File: src/rtl/muldiv_unit.sv
// RV32M multiply/divide unit: one registered-product multiply and a 32-step
// radix-2 restoring divider behind an IDLE/MUL/DIV/DONE controller.
module muldiv_unit #(
  parameter int XLEN  = 32,
  parameter int TAG_W = 5
) (
  input  logic             clk,
  input  logic             rst,
  input  logic             Flush,
  input  logic             In_Valid,
  output logic             In_Ready,
  input  logic [4:0]       ALU_Ctrl_op,
  input  logic [XLEN-1:0]  Rs1_Data,
  input  logic [XLEN-1:0]  Rs2_Data,
  input  logic [TAG_W-1:0] In_Rd,
  output logic             Out_Valid,
  output logic [XLEN-1:0]  Result,
  output logic [TAG_W-1:0] Out_Rd
);

  localparam logic [4:0] ALU_CTRL_MUL    = 5'h10;
  localparam logic [4:0] ALU_CTRL_MULH   = 5'h11;
  localparam logic [4:0] ALU_CTRL_MULHSU = 5'h12;
  localparam logic [4:0] ALU_CTRL_MULHU  = 5'h13;
  localparam logic [4:0] ALU_CTRL_DIV    = 5'h14;
  localparam logic [4:0] ALU_CTRL_DIVU   = 5'h15;
  localparam logic [4:0] ALU_CTRL_REM    = 5'h16;
  localparam logic [4:0] ALU_CTRL_REMU   = 5'h17;

  localparam logic [XLEN-1:0] INT_MIN = {1'b1, {(XLEN-1){1'b0}}};

  typedef enum logic [1:0] {S_IDLE, S_MUL, S_DIV, S_DONE} state_e;

  state_e           state_q;
  logic [4:0]       op_q;
  logic [TAG_W-1:0] rd_q;
  logic [XLEN-1:0]  a_q;      // multiplicand, or dividend magnitude shifting into quotient
  logic [XLEN-1:0]  b_q;      // multiplier, or divisor magnitude
  logic [XLEN-1:0]  rem_q;
  logic [XLEN-1:0]  res_q;
  logic [5:0]       cnt_q;
  logic             neg_q;
  logic             dvd_neg_q;

  logic              is_m, accept, in_div, in_sdiv, in_rem, dvs_zero, ovf;
  logic [XLEN-1:0]   special_res, rs1_mag, rs2_mag;
  logic              a_sx, b_sx;
  logic [2*XLEN-1:0] a_ext, b_ext, product;
  logic [XLEN-1:0]   mul_res, div_res;
  logic [XLEN:0]     trial;
  logic              op_rem_q;

  assign In_Ready = (state_q == S_IDLE);

  always_comb begin
    is_m     = (ALU_Ctrl_op >= ALU_CTRL_MUL) && (ALU_Ctrl_op <= ALU_CTRL_REMU);
    accept   = In_Valid && In_Ready && is_m;
    in_div   = (ALU_Ctrl_op == ALU_CTRL_DIV) || (ALU_Ctrl_op == ALU_CTRL_DIVU) ||
               (ALU_Ctrl_op == ALU_CTRL_REM) || (ALU_Ctrl_op == ALU_CTRL_REMU);
    in_sdiv  = (ALU_Ctrl_op == ALU_CTRL_DIV) || (ALU_Ctrl_op == ALU_CTRL_REM);
    in_rem   = (ALU_Ctrl_op == ALU_CTRL_REM) || (ALU_Ctrl_op == ALU_CTRL_REMU);
    dvs_zero = (Rs2_Data == '0);
    ovf      = in_sdiv && (Rs1_Data == INT_MIN) && (Rs2_Data == '1);
    if (dvs_zero) special_res = in_rem ? Rs1_Data : '1;
    else          special_res = in_rem ? '0 : INT_MIN;
    rs1_mag  = (in_sdiv && Rs1_Data[XLEN-1]) ? -Rs1_Data : Rs1_Data;
    rs2_mag  = (in_sdiv && Rs2_Data[XLEN-1]) ? -Rs2_Data : Rs2_Data;

    // Low 2*XLEN bits of the 33x33 signed product equal those of the extended product.
    a_sx    = (op_q != ALU_CTRL_MULHU) && a_q[XLEN-1];
    b_sx    = ((op_q == ALU_CTRL_MUL) || (op_q == ALU_CTRL_MULH)) && b_q[XLEN-1];
    a_ext   = {{XLEN{a_sx}}, a_q};
    b_ext   = {{XLEN{b_sx}}, b_q};
    product = a_ext * b_ext;
    mul_res = (op_q == ALU_CTRL_MUL) ? product[XLEN-1:0] : product[2*XLEN-1:XLEN];

    trial    = {rem_q, a_q[XLEN-1]} - {1'b0, b_q};
    op_rem_q = (op_q == ALU_CTRL_REM) || (op_q == ALU_CTRL_REMU);
    if (op_rem_q) div_res = dvd_neg_q ? -rem_q : rem_q;
    else          div_res = neg_q ? -a_q : a_q;
  end

  always_ff @(posedge clk) begin
    if (rst) begin
      state_q   <= S_IDLE;
      op_q      <= '0;
      rd_q      <= '0;
      a_q       <= '0;
      b_q       <= '0;
      rem_q     <= '0;
      res_q     <= '0;
      cnt_q     <= '0;
      neg_q     <= 1'b0;
      dvd_neg_q <= 1'b0;
      Out_Valid <= 1'b0;
      Result    <= '0;
      Out_Rd    <= '0;
    end else begin
      // The result strobe follows DONE by one edge, so a Flush seen in DONE cannot cancel it.
      Out_Valid <= (state_q == S_DONE);
      if (state_q == S_DONE) begin
        Result <= res_q;
        Out_Rd <= rd_q;
      end
      if (Flush) begin
        state_q <= S_IDLE;
      end else begin
        case (state_q)
          S_IDLE: begin
            if (accept) begin
              op_q  <= ALU_Ctrl_op;
              rd_q  <= In_Rd;
              rem_q <= '0;
              cnt_q <= '0;
              if (!in_div) begin
                a_q     <= Rs1_Data;
                b_q     <= Rs2_Data;
                state_q <= S_MUL;
              end else if (dvs_zero || ovf) begin
                res_q   <= special_res;
                state_q <= S_DONE;
              end else begin
                a_q       <= rs1_mag;
                b_q       <= rs2_mag;
                neg_q     <= in_sdiv && (Rs1_Data[XLEN-1] ^ Rs2_Data[XLEN-1]);
                dvd_neg_q <= in_sdiv && Rs1_Data[XLEN-1];
                state_q   <= S_DIV;
              end
            end
          end
          S_MUL: begin
            res_q   <= mul_res;
            state_q <= S_DONE;
          end
          S_DIV: begin
            if (!cnt_q[5]) begin
              if (!trial[XLEN]) rem_q <= trial[XLEN-1:0];
              else              rem_q <= {rem_q[XLEN-2:0], a_q[XLEN-1]};
              a_q   <= {a_q[XLEN-2:0], ~trial[XLEN]};
              cnt_q <= cnt_q + 6'd1;
            end else begin
              res_q   <= div_res;
              state_q <= S_DONE;
            end
          end
          default: state_q <= S_IDLE;
        endcase
      end
    end
  end

endmodule
File: config.mk
export PLATFORM = sky130hd
export DESIGN_NAME = muldiv_unit
export DESIGN_NICKNAME = d
export VERILOG_FILES = /design/src/rtl/muldiv_unit.sv
export SDC_FILE = /design/constraint.sdc
export NUM_CORES = 2
export LEC_CHECK = 0
export ABC_AREA = 1
export ABC_CLOCK_PERIOD_IN_PS = 17800
export CORE_MARGIN = 1
export CORE_UTILIZATION = 65
export CTS_CLUSTER_DIAMETER = 200
export CTS_CLUSTER_SIZE = 40
export DETAILED_ROUTE_END_ITERATION = 10
export PLACE_DENSITY = 0.83
export SYNTH_ARGS = -nofsm -noshare
export SYNTH_HDL_FRONTEND = slang
export SYNTH_SLANG_ARGS = --single-unit
File: constraint.sdc
create_clock -name clk -period 17.8 [get_ports clk]
set_input_delay 1.78 -clock clk [delete_from_list [all_inputs] [get_ports clk]]
set_output_delay 1.78 -clock clk [all_outputs]
set_load 0.01 [all_outputs]
==> impl_metrics.env <==
export IMPL_status="complete, no violations"
export IMPL_drt_wirelength_per_cell_um=22.6
export IMPL_worst_path_most_repeated_cell="nand2_1"
export IMPL_p_clk_share_pct=31.0
export IMPL_detail_route_first_pass_iterations=7
export IMPL_ir_worst_vdd_mv=0.101
export IMPL_async_flop_share_pct=0
export IMPL_cp_arrival_ps=9290
export IMPL_dpl_hpwl_um=153000
export IMPL_syn_to_final_growth_pct=4.44
export IMPL_synth_simple_area_share_pct=21.8
export IMPL_hp_class="flop to flop"
export IMPL_timing_fmax_mhz=112
export IMPL_placed_area_um2=56000
export IMPL_finalCritPeriodShare_pct=50.2
export IMPL_synth_compound_area_share_pct=7.20
export IMPL_avgSynthCellArea_um2=7.25
export IMPL_ys_types=56
export IMPL_io_pin_count=117
export IMPL_h_tree_depth=4
export IMPL_overflow=0
export IMPL_p_leak_nw=28.0
export IMPL_final_cells=8420
export IMPL_combPwrFrac_pct=38.5
export IMPL_cts_tree="yes"
export IMPL_hold_viol=0
export IMPL_clock_root_buffer="clkbuf_16"
export IMPL_grt_pass1_vias=53100
export IMPL_grtUsageTotal_pct=46.4
export IMPL_clk_latency_ps=490
export IMPL_fp_dieH_um=291
export IMPL_power_density_nw_per_um2=24.9
export IMPL_antenna_found_initial=9
export IMPL_synth_fp_nets=8936
export IMPL_cts_sinks=186
export IMPL_syn_inst=7477
export IMPL_power_total_mw=1.41
export IMPL_tns_ps=0
export IMPL_synth_fa_ha_area_share_pct=47.5
export IMPL_endpoint_kind="flop"
export IMPL_cts_inserted_buffers=17
export IMPL_drv_cap=0
export IMPL_routed_via_density=5.91
export IMPL_core_um2=82200
export IMPL_path_class="flop to flop"
export IMPL_required_ps=18150
export IMPL_power_share_sequential_pct=30.5
export IMPL_cp_start_kind="flop"
export IMPL_placed_cells=8383
export IMPL_synth_cell_area_um2=54200
export IMPL_grt_max_degree=74
export IMPL_synth_xor_area_share_pct=1.24
export IMPL_antenna_left=0
export IMPL_synth_top_family_by_area="adder cells"
export IMPL_dieArea_um2=84500
export IMPL_initialDrtViolationCount=4844
export IMPL_initial_core_util_pct=65.9
export IMPL_drt_total_wl_um=190000
export IMPL_grt_pass1_wl_um=296000
export IMPL_finalInstanceArea_um2=56600
export IMPL_yosys_warnings=0
export IMPL_tightest_slew_ps=1110
export IMPL_path_max_fanout=30
export IMPL_num_rows=105
export IMPL_ys_ff_latch=186
export IMPL_drv_slew=0
export IMPL_finClkSkew_ps=24.9
export IMPL_post_cts_setup_buffers=0
export IMPL_cts_resized=0
export IMPL_slowest_delay_ps=680
export IMPL_path_buf_inv=5
export IMPL_cpMaxStageDelayCell="fa_1"
export IMPL_portBuffers=116
export IMPL_fin_crit_ps=8930
export IMPL_final_core_util_pct=68.8
export IMPL_synthMuxAreaShare_pct=0
export IMPL_clk_pin_slew_ps=100
export IMPL_nets=8791
export IMPL_seq_area_frac_synth_pct=6.87
export IMPL_p_int_mw=0.788
export IMPL_synth_ff_type="dfxtp_1"
export IMPL_timing_slew_headroom_pct=25.9
export IMPL_drive_gt1_share_pct=3.43
export IMPL_cts_hold_buf=0
export IMPL_swShare_pct=44.1
export IMPL_place_gp_congestion=1.09
export IMPL_die_w_um=291
export IMPL_crit_family="adder cells"
export IMPL_drc=0
export IMPL_grt_setup_unrepaired="no"
export IMPL_setup_viol=0
export IMPL_synth_edff_count=0
export IMPL_p_sw_mw=0.623
export IMPL_clockBufferDepth=2
export IMPL_vias=49800
[synth_stat cells (11+ instances only)]
cell type  number  area share, %
a21oi_1       293            2.7
a21oi_2        27           0.44
a31oi_1        11           0.13
buf_1          64           0.44
buf_2          25           0.23
clkbuf_1      275            1.9
clkinv_1       17           0.12
dfxtp_1       186            6.9
fa_1         1126             42
ha_1          255            5.9
inv_1        1808             13
inv_2          20           0.14
nand2_1      1954             14
nand3_1       272            2.5
nand4_1        49           0.57
nor2_1        478            3.3
nor2_2         46           0.53
nor3_1         38           0.35
nor4_1         17           0.20
o211ai_1       27           0.37
o21ai_0       248            2.3
o21ai_1        73           0.67
o21bai_1       16           0.22
xnor2_1        22           0.36
xor2_1         55           0.89
[area by class of cell]
cell class                      instances  area (µm²)
Multi-Input combinational cell       5078       42100
Fill cell                            6533       25600
Inverter                             1845        6930
Sequential cell                       186        3730
Timing Repair Buffer                  204        1820
Tap cell                             1070        1340
Clock buffer                           17         425
Clock inverter                         15         210
Antenna cell                            5        12.5
[path summary, 6_finish.rpt]
path                               from   endpoint  slack, ps  depth (start not counted)
worst max-delay path            op_q[2]  res_q[28]       8870                         30
worst min-delay path            rd_q[4]  Out_Rd[4]        470                          2
worst max register to register  op_q[2]  res_q[28]       8870                         30
worst min register to register  rd_q[4]  Out_Rd[4]        470                          2
[state kept, by name, indices dropped and copies added (netlist names)]
register / flops
Out_Rd: 5
Out_Valid: 1
Result: 32
a_q: 32
b_q: 32
cnt_q: 6
dvd_neg_q: 1
neg_q: 1
op_q: 5
rd_q: 5
rem_q: 32
res_q: 32
state_q: 2
[cell usage in the layout (no fill, tap or decap), types with 22 or more instances in the layout]
cell             count
nand3_1            272
nor3_1              37
a21oi_2             27
xor2_1              55
inv_1             1807
nand2_1           1954
o21ai_0            247
o211ai_1            27
o21ai_1             73
xnor2_1             22
nor2_1             476
clkdlybuf4s50_1    115
buf_4               89
nor2_2              46
ha_1               254
a21oi_1            293
fa_1              1126
nand4_1             49
dfxtp_1            183
[stage by stage]
stage / setup WS (ps) / hold slack (ps)
floorplan: 10390 / 430
global placement: 9050 / 434
detailed placement: 9010 / 449
CTS: 8980 / 462
global route: 8390 / 476
finish: 8870 / 467
[tightest hold or removal path, delay by kind of cell (launching register included)]
kind	cells	cell delay, ps
AOI/OAI and AO/OA	1	60
buffers and inverters	1	60
DFF	1	310
[routing by layer]
| metal | global-route usage [%] | routed length (µm) | vias up | part of all wire, % |
|---|---|---|---|---|
| met3 | 10.8 | 20700 | 1148 | 11 |
| met5 | 0.170 | 55 | - | 0.029 |
| met2 | 74.8 | 87700 | 3308 | 46 |
| li1 | - | - | 21600 | - |
| met1 | 54.6 | 64900 | 23700 | 34 |
| met4 | 33.8 | 16900 | 8 | 8.9 |
[power by group through the flow]
stage / clock, mW / combinational (mW) / sequential, mW
5_1_grt: 0.447 / 0.581 / 0.430
3_5_place_dp: 0 / 0.519 / 0.439
3_3_place_gp: 0 / 0.509 / 0.439
4_1_cts: 0.437 / 0.524 / 0.429
6_report: 0.437 / 0.544 / 0.430
2_1_floorplan: 0 / 0.328 / 0.434
[cells by family (layout without fill, tap and decap cells)]
| logic type | count (synthesis) | in the layout |
|---|---|---|
| buf+inv | 2213 | 2081 |
| flops | 186 | 186 |
| fa+ha+maj | 1381 | 1381 |
| simple gates | 2900 | 2900 |
| other cells | 0 | 5 |
| xor+xnor | 77 | 77 |
| compound gates | 720 | 720 |
(Power assumes the default switching activity.)
